===== config.mk =====
export PLATFORM = sky130hd
export DESIGN_NAME = bp_reset_release_sequencer
export DESIGN_NICKNAME = d
export VERILOG_FILES = /design/src/rtl/bp_reset_release_sequencer.sv
export SDC_FILE = /design/constraint.sdc
export NUM_CORES = 1
export LEC_CHECK = 0
export BUFFER_PORTS_ARGS = -buffer_cell sky130_fd_sc_hd__buf_2
export CAP_MARGIN = 20
export CORE_ASPECT_RATIO = 1.2
export CORE_MARGIN = 5
export CORE_UTILIZATION = 35
export CTS_BUF_LIST = sky130_fd_sc_hd__clkbuf_16
export CTS_CLUSTER_DIAMETER = 60
export DETAILED_ROUTE_END_ITERATION = 16
export GPL_TIMING_DRIVEN = 0
export PLACE_DENSITY = 0.57
export SYNTH_ARGS = -nofsm -noshare
export SYNTH_HDL_FRONTEND = slang
export SYNTH_SLANG_ARGS = --single-unit

===== constraint.sdc =====
create_clock -name clk -period 3.02 [get_ports clk]
set_input_delay 0 -clock clk [delete_from_list [all_inputs] [get_ports clk]]
set_output_delay 0 -clock clk [all_outputs]
set_load 0.01 [all_outputs]

===== src/rtl/bp_reset_release_sequencer.sv =====
// Purpose: turns the raw async active-low board reset into ordered, synchronous,
//          active-high per-domain resets released one at a time on a ready handshake.
// Latency: domain 0 leaves reset sync_stages_p + hold_cycles_p + 2 clk after reset rises.
// Backpressure: each release waits on dom_ready_i of the previous domain, with a timeout.
module bp_reset_release_sequencer #(
   parameter int sync_stages_p = 2,
   parameter int num_domains_p = 3,
   parameter int hold_cycles_p = 20,
   parameter int gap_cycles_p  = 4,
   parameter int timeout_p     = 1024,
   // Derived widths; not meant to be overridden.
   parameter int idx_width_p   = (num_domains_p > 1) ? $clog2(num_domains_p) : 1
) (
   input  logic                     clk,
   input  logic                     reset,
   input  logic                     soft_reset_req_i,
   input  logic [num_domains_p-1:0] dom_ready_i,
   output logic [num_domains_p-1:0] dom_reset_o,
   output logic                     assert_en_o,
   output logic                     done_o,
   output logic                     error_o,
   output logic [idx_width_p-1:0]   err_domain_o
);

   // One shared counter serves the hold, gap and timeout phases, so it is sized
   // for the longest of the three; it never counts past the active terminal value.
   localparam int HG_MAX  = (hold_cycles_p > gap_cycles_p) ? hold_cycles_p : gap_cycles_p;
   localparam int CNT_MAX = (HG_MAX > timeout_p) ? HG_MAX : timeout_p;
   localparam int CNT_W   = $clog2(CNT_MAX + 1);

   localparam int HOLD_LAST = hold_cycles_p - 1;
   localparam int GAP_LAST  = (gap_cycles_p > 0) ? gap_cycles_p - 1 : 0;
   localparam int TO_LAST   = timeout_p - 1;
   localparam int DOM_LAST  = num_domains_p - 1;

   typedef enum logic [2:0] {
      ST_SYNC  = 3'd0,
      ST_HOLD  = 3'd1,
      ST_REL   = 3'd2,
      ST_WAIT  = 3'd3,
      ST_GAP   = 3'd4,
      ST_DONE  = 3'd5,
      ST_ERROR = 3'd6
   } state_t;

   logic [sync_stages_p-1:0] sync_q;
   logic                     rst_sync;

   state_t                   state_q;
   logic [CNT_W-1:0]         cnt_q;
   logic [idx_width_p-1:0]   idx_q;
   logic [num_domains_p-1:0] dom_reset_q;
   logic                     assert_en_q;
   logic                     done_q;
   logic                     error_q;
   logic [idx_width_p-1:0]   err_domain_q;

   // Reset-deassertion synchronizer: cleared asynchronously, a 1 walks in on clk.
   always_ff @(posedge clk or negedge reset) begin
      if (!reset) begin
         sync_q <= '0;
      end else begin
         sync_q <= {sync_q[sync_stages_p-2:0], 1'b1};
      end
   end

   assign rst_sync = sync_q[sync_stages_p-1];

   // Release sequencer: state, shared counter, domain index and all registered outputs.
   always_ff @(posedge clk or negedge reset) begin
      if (!reset) begin
         state_q      <= ST_SYNC;
         cnt_q        <= '0;
         idx_q        <= '0;
         dom_reset_q  <= '1;
         assert_en_q  <= 1'b0;
         done_q       <= 1'b0;
         error_q      <= 1'b0;
         err_domain_q <= '0;
      end else if (soft_reset_req_i && (state_q != ST_SYNC)) begin
         // Soft reset re-enters HOLD directly; the synchronizer is already settled.
         state_q     <= ST_HOLD;
         cnt_q       <= '0;
         idx_q       <= '0;
         dom_reset_q <= '1;
         assert_en_q <= 1'b0;
         done_q      <= 1'b0;
         error_q     <= 1'b0;
      end else begin
         case (state_q)
            ST_SYNC: begin
               cnt_q <= '0;
               if (rst_sync) begin
                  state_q <= ST_HOLD;
               end
            end

            ST_HOLD: begin
               if (cnt_q == CNT_W'(HOLD_LAST)) begin
                  cnt_q   <= '0;
                  idx_q   <= '0;
                  state_q <= ST_REL;
               end else begin
                  cnt_q <= cnt_q + CNT_W'(1);
               end
            end

            ST_REL: begin
               dom_reset_q[idx_q] <= 1'b0;
               cnt_q              <= '0;
               state_q            <= ST_WAIT;
            end

            ST_WAIT: begin
               // Ready is checked before the timeout so a same-cycle ready wins.
               if (dom_ready_i[idx_q]) begin
                  cnt_q <= '0;
                  if (idx_q == idx_width_p'(DOM_LAST)) begin
                     state_q     <= ST_DONE;
                     done_q      <= 1'b1;
                     assert_en_q <= 1'b1;
                  end else if (gap_cycles_p == 0) begin
                     // No gap requested: next release follows immediately,
                     // giving back-to-back two-cycle release spacing.
                     idx_q   <= idx_q + idx_width_p'(1);
                     state_q <= ST_REL;
                  end else begin
                     state_q <= ST_GAP;
                  end
               end else if (cnt_q == CNT_W'(TO_LAST)) begin
                  state_q      <= ST_ERROR;
                  error_q      <= 1'b1;
                  err_domain_q <= idx_q;
               end else begin
                  cnt_q <= cnt_q + CNT_W'(1);
               end
            end

            ST_GAP: begin
               if (cnt_q == CNT_W'(GAP_LAST)) begin
                  cnt_q   <= '0;
                  idx_q   <= idx_q + idx_width_p'(1);
                  state_q <= ST_REL;
               end else begin
                  cnt_q <= cnt_q + CNT_W'(1);
               end
            end

            // DONE and ERROR are terminal until a soft reset or reset low.
            ST_DONE:  state_q <= ST_DONE;
            ST_ERROR: state_q <= ST_ERROR;

            default: begin
               state_q     <= ST_SYNC;
               cnt_q       <= '0;
               dom_reset_q <= '1;
            end
         endcase
      end
   end

   assign dom_reset_o  = dom_reset_q;
   assign assert_en_o  = assert_en_q;
   assign done_o       = done_q;
   assign error_o      = error_q;
   assign err_domain_o = err_domain_q;

endmodule

---- After elaboration in Yosys (flattened, before gate mapping) ----
Index checks and enable logic that the tools add are counted.
word-level totals
  input port bits ......................... 6
  logic and storage cells ................. 83
  register bits ........................... 25
operators by class
  reductions and logical operators ........ 17
  bitwise gates (word level) .............. 4
  equality and inequality tests ........... 18
  $lt $le $gt $ge ......................... 2
  add/subtract/negate cells ............... 2
  multiplexer cells ....................... 32
operators with widths
  kind                                                                     number
  11-bit 2-to-1 mux                                                        5
  11-bit one-hot mux with 4 select lines                                   1
  3-bit 2-to-1 mux                                                         7
  3-bit one-hot mux with 7 select lines                                    1
  11-bit by 1-bit adder with 11-bit output, second input constant          1
  11-bit by 10-bit == test with 1-bit output, second input constant        1
  11-bit by 2-bit == test with 1-bit output, second input constant         1
  11-bit by 5-bit == test with 1-bit output, second input constant         1
  1-bit 2-to-1 mux                                                         11
  3-bit == test, second input constant                                     3
  3-bit inequality test, second input constant                             3
  3-bit AND reduction                                                      3
  4-bit inequality test, second input constant                             2
  4-bit AND reduction                                                      2
  2-bit nonzero test                                                       4
  3-bit by 2-bit == test with 1-bit output, second input constant          2
  2-bit 2-to-1 mux                                                         3
  3-bit one-hot mux with 2 select lines                                    1
  3-bit nonzero test                                                       2
  6-bit OR reduction                                                       1
  2-bit by 1-bit inequality test with 1-bit output, second input constant  2
  2-bit one-hot mux with 2 select lines                                    1
  3-bit AND                                                                1
  3-bit by 1-bit == test with 1-bit output, second input constant          1
  other kinds (13)                                                         15

---- Logic depth before layout (Yosys ltp) ----
Gate-level depths: netlist of the first run.
  word-level depth ........................ 8
  gate-level depth with buffers ........... 7

---- Least setup slack after synthesis of the first run ----
OpenSTA, ideal clock, no wires.
  path kind ............................... reg-to-reg
  from .................................... reg cnt_q[0]
  to ...................................... reg idx_q[1]
  clock period less this slack ............ 1.821 ns
  required time ........................... 2.895 ns
  data arrival time ....................... 1.696 ns
  path buffers ............................ 0
  setup slack ............................. 1.199 ns
  stages on the path, launching flop included .. 7
  setup time .............................. 0.125 ns
  cell sequence ........................... dfrtp_1 -> ha_1 -> nor2b_1 -> nand3_1 -> o311ai_2 -> o211a_4 -> mux2_4
on the way
  cells in the longest elaborated chain, start to end .. 3
  elaborated cells between the ends (all ways) .. 5
  classes of those cells .................. eq/ne: 4; reduce/logical: 1
RTL lines
  element                                                                                                 RTL line  text
  start, declared                                                                                         50        logic [CNT_W-1:0] cnt_q;
  start signal, assigned                                                                                  104       cnt_q <= cnt_q + CNT_W'(1);
  start signal, assigned                                                                                  135       cnt_q <= cnt_q + CNT_W'(1);
  start signal, assigned                                                                                  145       cnt_q <= cnt_q + CNT_W'(1);
  11-bit by 2-bit == test with 1-bit output or 11-bit by 5-bit == test with 1-bit output (tied branches)  140, 99
  3-bit inequality test (no source line)                                                                  n/a
  3-bit AND reduction (no source line) *                                                                  n/a
  end signal, assigned                                                                                    125       idx_q <= idx_q + idx_width_p'(1);
  end signal, assigned                                                                                    142       idx_q <= idx_q + idx_width_p'(1);
  end, declared                                                                                           51        logic [idx_width_p-1:0] idx_q;
Mark *: on every way between the ends. The rest lies on a longest branch, timed or not.
A chain may end at the register's enable or synchronous reset.

---- Worst setup path after layout of the first run ----
  from .................................... reg cnt_q[0]
  to ...................................... reg cnt_q[9]
on the way
  cells in the longest elaborated chain, start to end .. 5
  elaborated cells between the ends (all ways) .. 12
  classes of those cells .................. add/sub: 1; eq/ne: 4; mux: 6; reduce/logical: 1
RTL lines
  element                                   RTL line       text
  11-bit by 1-bit adder with 11-bit output  104, 135, 145
  11-bit 2-to-1 mux                         130            end else if (cnt_q == CNT_W'(TO_LAST)) begin
  11-bit 2-to-1 mux                         116            if (dom_ready_i[idx_q]) begin
  11-bit one-hot mux with 4 select lines    90             case (state_q)
  11-bit 2-to-1 mux                         80             end else if (soft_reset_req_i && (state_q != ST_SYNC)) begin
Several ways; a longest one is shown, not always the timed one. The select of a mux whose other input is x is not followed.

==> flow_summary.yaml, run 1 <==
run_status:
  status: "completed"
global_route:
  antenna_found_initial: 0
  grt_max_degree: 26
  grt_use_total_pct: 12.5
  grt_pass1_vias: 1246
  grt.overflow.total: 0
  grt_pass1_wl_microns: 5780
detailed_routing:
  vias_per_cell: 5.26
  drtAntennaViolNets: 0
  drt_iter0_drc: 69
  wl_microns: 3290
  first_pass_iters: 4
  drc_errors: 0
  post_drt_wl_per_cell_microns: 13.8
  vias: 1251
sta:
  finalSetupViolations: 0
  report.final.slew_viol_count: 0
  max_freq_ghz: 0.499
  fin_crit_ns: 2.00
  grt_setup_unrepaired: "no"
  hold_viol_final: 0
  hold_slack_ns: 0.143
  finalClockSkew_ns: 0.00444
  tightest_slew_ns: 0.599
  slew_headroom_pct: 60.0
  final.period_utilization_pct: 66.4
  finalSetupTns_ns: 0
clocking:
  htree_levels: 1
  clkTransAtPathRegs_ns: 0.07
  cts_sinks: 25
  cts_hold_repair.buffers: 1
  numCtsBuffers: 3
  insertion_delay_ns: 0.27
  cts_root_buf: "clkbuf_16"
  ctsLongestPathBuffers: 2
  cts_tree: "done"
  postCtsSetupBuffers: 0
  cts_resized: 0
synthesis:
  synth_edf_count: 0
  syn-num-nets: 174
  synth.distinct_cells: 50
  yosys.area.top_type_share_pct: 36.0
  ys_seq_area_share_pct: 41.1
  async_flop_share_pct: 100
  synthFlopType: "dfrtp_1"
  avgSynthCellArea_sq_um: 9.33
  synth_seq_cells: 25
  ys_warn_count: 0
  synthCells: 164
  netlist_top_cells_area: "dfrtp_1 36%, dfstp_2 5.2%, a21oi_1 4.3%"
  yosysTopAreaCell: "dfrtp_1"
  syn_area_sq_um: 1530
cells_and_area:
  final.fill_count: 428
  layout.cells.most_common: "dfrtp_1"
  syn_to_final_growth_pct: 14.9
  antenna_cells: 0
  drive_gt1_share_pct: 23.6
  mostFrequentLayoutCells: "22 x dfrtp_1, 16 x buf_2, 14 x nand2_1, 13 x a21oi_1"
  nets: 193
  fin_area_sq_um: 1760
critical_path:
  path_max_fanout: 10
  critical_path_required_ns: 3.16
  cp-end-kind: "flop"
  worstSetupPathType: "reg -> reg"
  worstPathArrival_ns: 2.15
  critPathLaunchType: "flop"
  cp_slowest_cell: "or4_4"
  path_cells: "ha_1, nand4_1, or4_4, o21ai_2, nand2b_1, buf_4, o211ai_2"
  slowest_delay_ns: 0.53
worst_hold_path:
  hold_class: "in -> reg"
power:
  irDropWorstVdd_mv: 0.285
  power_density_nw_per_um2: 721
  fin_total_pwr_uw: 1270
  p_leak_uw: 0.000722
floorplanning:
  die_area_sq_um: 5800
  boundaryPins: 14
  initial_core_util_pct: 35.9
  die_h_microns: 82.4
  core_sq_um: 4260
  die_width_microns: 70.4
  rows: 26
placement:
  place.port_buffers: 13
  hpwlAfterDp_microns: 2400
  place_area_sq_um: 1670
  gp_congestion: 0.918
flow_run:
  maxCapViolCount: 0
## sequential cells by signal, summed over array words and instances (netlist names)
signal,flops
idx_q,2
done_o,1
error_o,1
cnt_q,11
sync_q,2
dom_reset_o,3
err_domain_o,2
state_q,3
## layer usage
layer	wire [microns]	track usage, %	vias to the layer above
met5	0	0	-
met4	54	5.17	0
met3	95	2.42	5
met2	1610	21.5	11
met1	1530	15.4	608
li1	-	-	627
## critical path: cells and delay by family, from the launching register on
family                     cells  cell delay, ns
and+or+nand+nor                3            0.79
DFF                            1            0.40
adders and majority gates      1            0.26
AOI/OAI and AO/OA              2            0.24
buffers and inverters          1            0.18
## kinds of logic after synthesis
group / after synthesis / share of synthesized area, %
AO/OA/AOI/OAI: 50 / 23.2
XOR/XNOR: 2 / 1.64
adder cells (fa/ha/maj): 4 / 3.27
buffers and inverters: 20 / 6.38
flip-flops: 25 / 41.1
multiplexers: 3 / 2.29
other: 1 / 0.245
AND/OR/NAND/NOR: 59 / 21.8
## area by class of cell
| cell class | count | area, sq um | share of cell area, % |
|---|---|---|---|
| inverters | 10 | 37.5 | 2.14 |
| well taps | 56 | 70.1 | 3.99 |
| plain buffers | 10 | 60.1 | 3.42 |
| clock inverters | 1 | 7.51 | 0.427 |
| flip-flops and latches | 25 | 629 | 35.8 |
| repair buffers | 14 | 75.1 | 4.27 |
| clock buffers | 3 | 75.1 | 4.27 |
| multi-input cells | 119 | 803 | 45.7 |
## stage by stage
stage	utilization (%)	instances	worst slack, ns
after floorplan	-	164	1.20
after global placement	39.1	233	1.05
after detailed placement	39.1	233	1.02
after CTS	41.3	238	0.999
after global routing	41.3	238	0.870
final	41.3	238	1.02
## cells in the mapped netlist, types with 4 or more instances
master / instances
dfrtp_1: 22
nand2_1: 14
a21oi_1: 13
inv_1: 10
o21ai_0: 10
nand3_1: 7
nor2_1: 7
buf_4: 5
ha_1: 4
nor3_1: 4
o211ai_1: 4
o22ai_1: 4
o31ai_1: 4
or3_1: 4
## final timing paths
| path | to | slack, ns | from | depth (start not counted) |
|---|---|---|---|---|
| max | cnt_q[9]$_DFFE_PN0P_ | 1.02 | cnt_q[0]$_DFFE_PN0P_ | 7 |
| min | state_q[1]$_DFFE_PN0P_ | 0.14 | soft_reset_req_i | 3 |
| max reg2reg | cnt_q[9]$_DFFE_PN0P_ | 1.02 | cnt_q[0]$_DFFE_PN0P_ | 7 |
| min reg2reg | sync_q[1]$_DFF_PN0_ | 0.35 | sync_q[0]$_DFF_PN0_ | 0 |
| max in group asynchronous | cnt_q[4]$_DFFE_PN0P_ | 2.36 | reset | 2 |
| min in group asynchronous | cnt_q[7]$_DFFE_PN0P_ | 0.27 | reset | 2 |
## power breakdown
group          internal, uW  switching [uW]
combinational           218             331
clock                   180             125
sequential              377            36.8
No activity file was read; power rests on OpenSTA's default activity.
==> run 2, diff against run 1 <==
--- a/config.mk
+++ b/config.mk
@@ -5,6 +5,7 @@
 export SDC_FILE = /design/constraint.sdc
 export NUM_CORES = 1
 export LEC_CHECK = 0
+export ABC_AREA = 1
 export BUFFER_PORTS_ARGS = -buffer_cell sky130_fd_sc_hd__buf_2
 export CAP_MARGIN = 20
 export CORE_ASPECT_RATIO = 1.2
@@ -14,7 +15,7 @@
 export CTS_CLUSTER_DIAMETER = 60
 export DETAILED_ROUTE_END_ITERATION = 16
 export GPL_TIMING_DRIVEN = 0
-export PLACE_DENSITY = 0.57
+export PLACE_DENSITY = 0.58
 export SYNTH_ARGS = -nofsm -noshare
 export SYNTH_HDL_FRONTEND = slang
 export SYNTH_SLANG_ARGS = --single-unit
==> constraint.sdc (replaced) <==
create_clock -name clk -period 1.6 [get_ports clk]
set_input_delay 0 -clock clk [delete_from_list [all_inputs] [get_ports clk]]
set_output_delay 0 -clock clk [all_outputs]
set_load 0.01 [all_outputs]
==> flow_summary.yaml, run 2 <==
synthesis:
  syn_area_sq_um: 1770
  yosys.area.top_type_share_pct: 31.1
  synth.most_common_cell: "nand2_1"
  synth_edf_count: 0
  ys_warn_count: 0
  yosysTopAreaCell: "dfrtp_1"
  synthCells: 279
  synth_seq_cells: 25
  ys_seq_area_share_pct: 35.6
  ys_top_cells_by_count: "108 x nand2_1, 39 x nand3_1, 32 x inv_1"
  async_flop_share_pct: 100
  avgSynthCellArea_sq_um: 6.34
  synthFlopType: "dfrtp_1"
  syn-num-nets: 289
  synth.distinct_cells: 25
  netlist_top_cells_area: "dfrtp_1 31%, nand2_1 23%, nand3_1 11%"
critical_path:
  path_cells: "ha_4, inv_2, nor2_4, nand3_2, nor2_1, nand2_1, nand2_4, clkbuf_16, nand2_2, nand2_1"
  regToRegSetupSlack_ns: 0.05
  critical_path_required_ns: 1.80
  worstPathArrival_ns: 1.75
  r2r-start: "cnt_q[1]$_DFFE_PN0P_"
  crit_top_cell: "nand2_1"
  r2r-end: "cnt_q[4]$_DFFE_PN0P_"
  slowest_delay_ns: 0.40
  worstSetupPathType: "reg -> reg"
  path_max_fanout: 5
  critPathLaunchType: "flop"
  path_delay_family: "simple AND/OR/NAND/NOR gates"
  r2r.worst_path.cells: 10
  cp_slowest_cell: "dfrtp_1"
  critPathBufInv: 2
  cp-end-kind: "flop"
flow_run:
  maxCapViolCount: 0
detailed_routing:
  drt_iter0_drc: 105
  drtAntennaViolNets: 0
  post_drt_wl_per_cell_microns: 12.3
  first_pass_iters: 4
  wl_microns: 4620
  drc_errors: 0
  vias_per_cell: 4.81
  vias: 1804
global_route:
  grt.busiest_layer: "met2"
  grt.met1_usage_pct: 17.9
  grt_pass1_vias: 1764
  grt_pass1_wl_microns: 7630
  grt.overflow.total: 0
  grt_use_total_pct: 14.9
  met2_usage_pct: 26.0
  grt_max_degree: 26
  antenna_found_initial: 0
  use_met3_pct: 2.53
sta:
  fin_crit_ns: 1.55
  finalClockSkew_ns: 0.00632
  max_freq_ghz: 0.644
  slew_headroom_pct: 62.5
  hold_slack_ns: 0.0671
  report.final.slew_viol_count: 0
  finalSetupViolations: 0
  hold_viol_final: 0
  final.period_utilization_pct: 97.1
  tightest_slew_ns: 0.562
  grt_setup_unrepaired: "yes"
  finalSetupTns_ns: 0
worst_hold_path:
  min_to: "idx_q[0]$_DFFE_PN0P_"
  hold_start: "soft_reset_req_i"
  hold_depth: 4
  hold_class: "in -> reg"
power:
  power_density_nw_per_um2: 1280
  irDropWorstVdd_mv: 0.742
  p_leak_uw: 0.00120
run_status:
  status: "completed"
cells_and_area:
  regMostFlops: "cnt_q"
  layout.cells.most_common: "nand2_1"
  largest_reg_flops: 11
  mostFrequentLayoutCells: "94 x nand2_1, 32 x nand3_1, 27 x inv_1, 21 x nor2_1, 21 x buf_4"
  drive_gt1_share_pct: 30.2
  nets: 326
  syn_to_final_growth_pct: 30.8
  fin_cells: 375
  final.fill_count: 521
  antenna_cells: 0
  fin_area_sq_um: 2310
floorplanning:
  die_area_sq_um: 6580
  die_h_microns: 87.9
  die_width_microns: 74.9
  initial_core_util_pct: 36.0
  rows: 28
  boundaryPins: 14
  core_sq_um: 4900
clocking:
  ctsLongestPathBuffers: 2
  numCtsBuffers: 3
  cts_sinks: 25
  cts_tree: "done"
  htree_levels: 1
  clkTransAtPathRegs_ns: 0.06
  insertion_delay_ns: 0.26
  cts_root_buf: "clkbuf_16"
placement:
  hpwlAfterDp_microns: 3260
  place_inst: 352
  place.port_buffers: 13
  gp_congestion: 0.896
  place_area_sq_um: 1910
==> run 2: routing by layer <==
metal  part of all wire, %  wire (microns)  up-vias
met2                    51            2360       24
met4                   1.4              63        0
met1                    45            2070      825
met3                   2.7             124        6
li1                      -               -      949
met5                     0               0        -
==> run 2: power breakdown <==
group	internal (uW)	switching (uW)	leakage, uW
Clock	335	228	0.0000423
Sequential	730	112	0.000323
Combinational	609	943	0.000839
==> run 2: worst max-delay path by stage <==
stage,startpoint,to,slack (ns),cells past startpoint
6_report,cnt_q[1]$_DFFE_PN0P_,cnt_q[4]$_DFFE_PN0P_,0.05,10
5_1_grt,cnt_q[1]$_DFFE_PN0P_,cnt_q[1]$_DFFE_PN0P_,-0.09,10
3_3_place_gp,cnt_q[0]$_DFFE_PN0P_,state_q[0]$_DFFE_PN0P_,-0.27,10
2_1_floorplan,cnt_q[0]$_DFFE_PN0P_,state_q[0]$_DFFE_PN0P_,0.07,10
3_5_place_dp,cnt_q[0]$_DFFE_PN0P_,err_domain_o[1]$_DFFE_PN0P_,-0.27,7
4_1_cts,state_q[2]$_DFFE_PN0P_,cnt_q[1]$_DFFE_PN0P_,0.004,11
==> run 2: cell type report <==
class / count / area, sq um / area share, %
sequential: 25 / 636 / 27.5
clock buffer: 3 / 75.1 / 3.25
timing repair buffer: 33 / 235 / 10.2
tap: 60 / 75.1 / 3.25
buffer: 4 / 37.5 / 1.62
multi-input combinational: 214 / 1110 / 47.9
inverter: 35 / 141 / 6.11
clock inverter: 1 / 3.75 / 0.162
==> run 2: cell families (layout without fill, tap and decap cells) <==
family / after synthesis / after routing / synth area share, %
and+or+nand+nor: 193 / 193 / 46.4
buffers and inverters: 40 / 76 / 9.62
DFF: 25 / 25 / 35.6
AOI/OAI and AO/OA: 15 / 15 / 4.88
adders and majority gates: 4 / 4 / 2.83
other: 1 / 1 / 0.212
xor gates and xnor gates: 1 / 1 / 0.495
==> run 2: tightest hold or removal path, stage by stage <==
cell	delay, ns
buf_2	0.12
nor3_1	0.06
nand2_1	0.06
nand2_1	0.05
==> run 2: stage by stage <==
| stage | worst slack [ns] | power [uW] | utilization (%) |
|---|---|---|---|
| 6_report | 0.0463 | 2960 | 47.1 |
| 5_1_grt | -0.0885 | 3200 | 47.1 |
| 4_1_cts | 0.00402 | 2640 | 42.0 |
| 3_5_place_dp | -0.266 | 2010 | 38.9 |
| 3_3_place_gp | -0.270 | 2000 | 38.9 |
| 2_1_floorplan | 0.0723 | 1700 | - |
==> run 2: timing repair <==
| action | 4_1_cts | 5_1_grt |
|---|---|---|
| hold buffers | 1 | 0 |
| setup buffers | 3 | 15 |
| gates cloned | 0 | 1 |
| endpoints found under the setup margin | 19 | 21 |
| endpoints found under the hold margin | 22 | 0 |
| resized for setup | 13 | 43 |
| pin swaps | 2 | 25 |
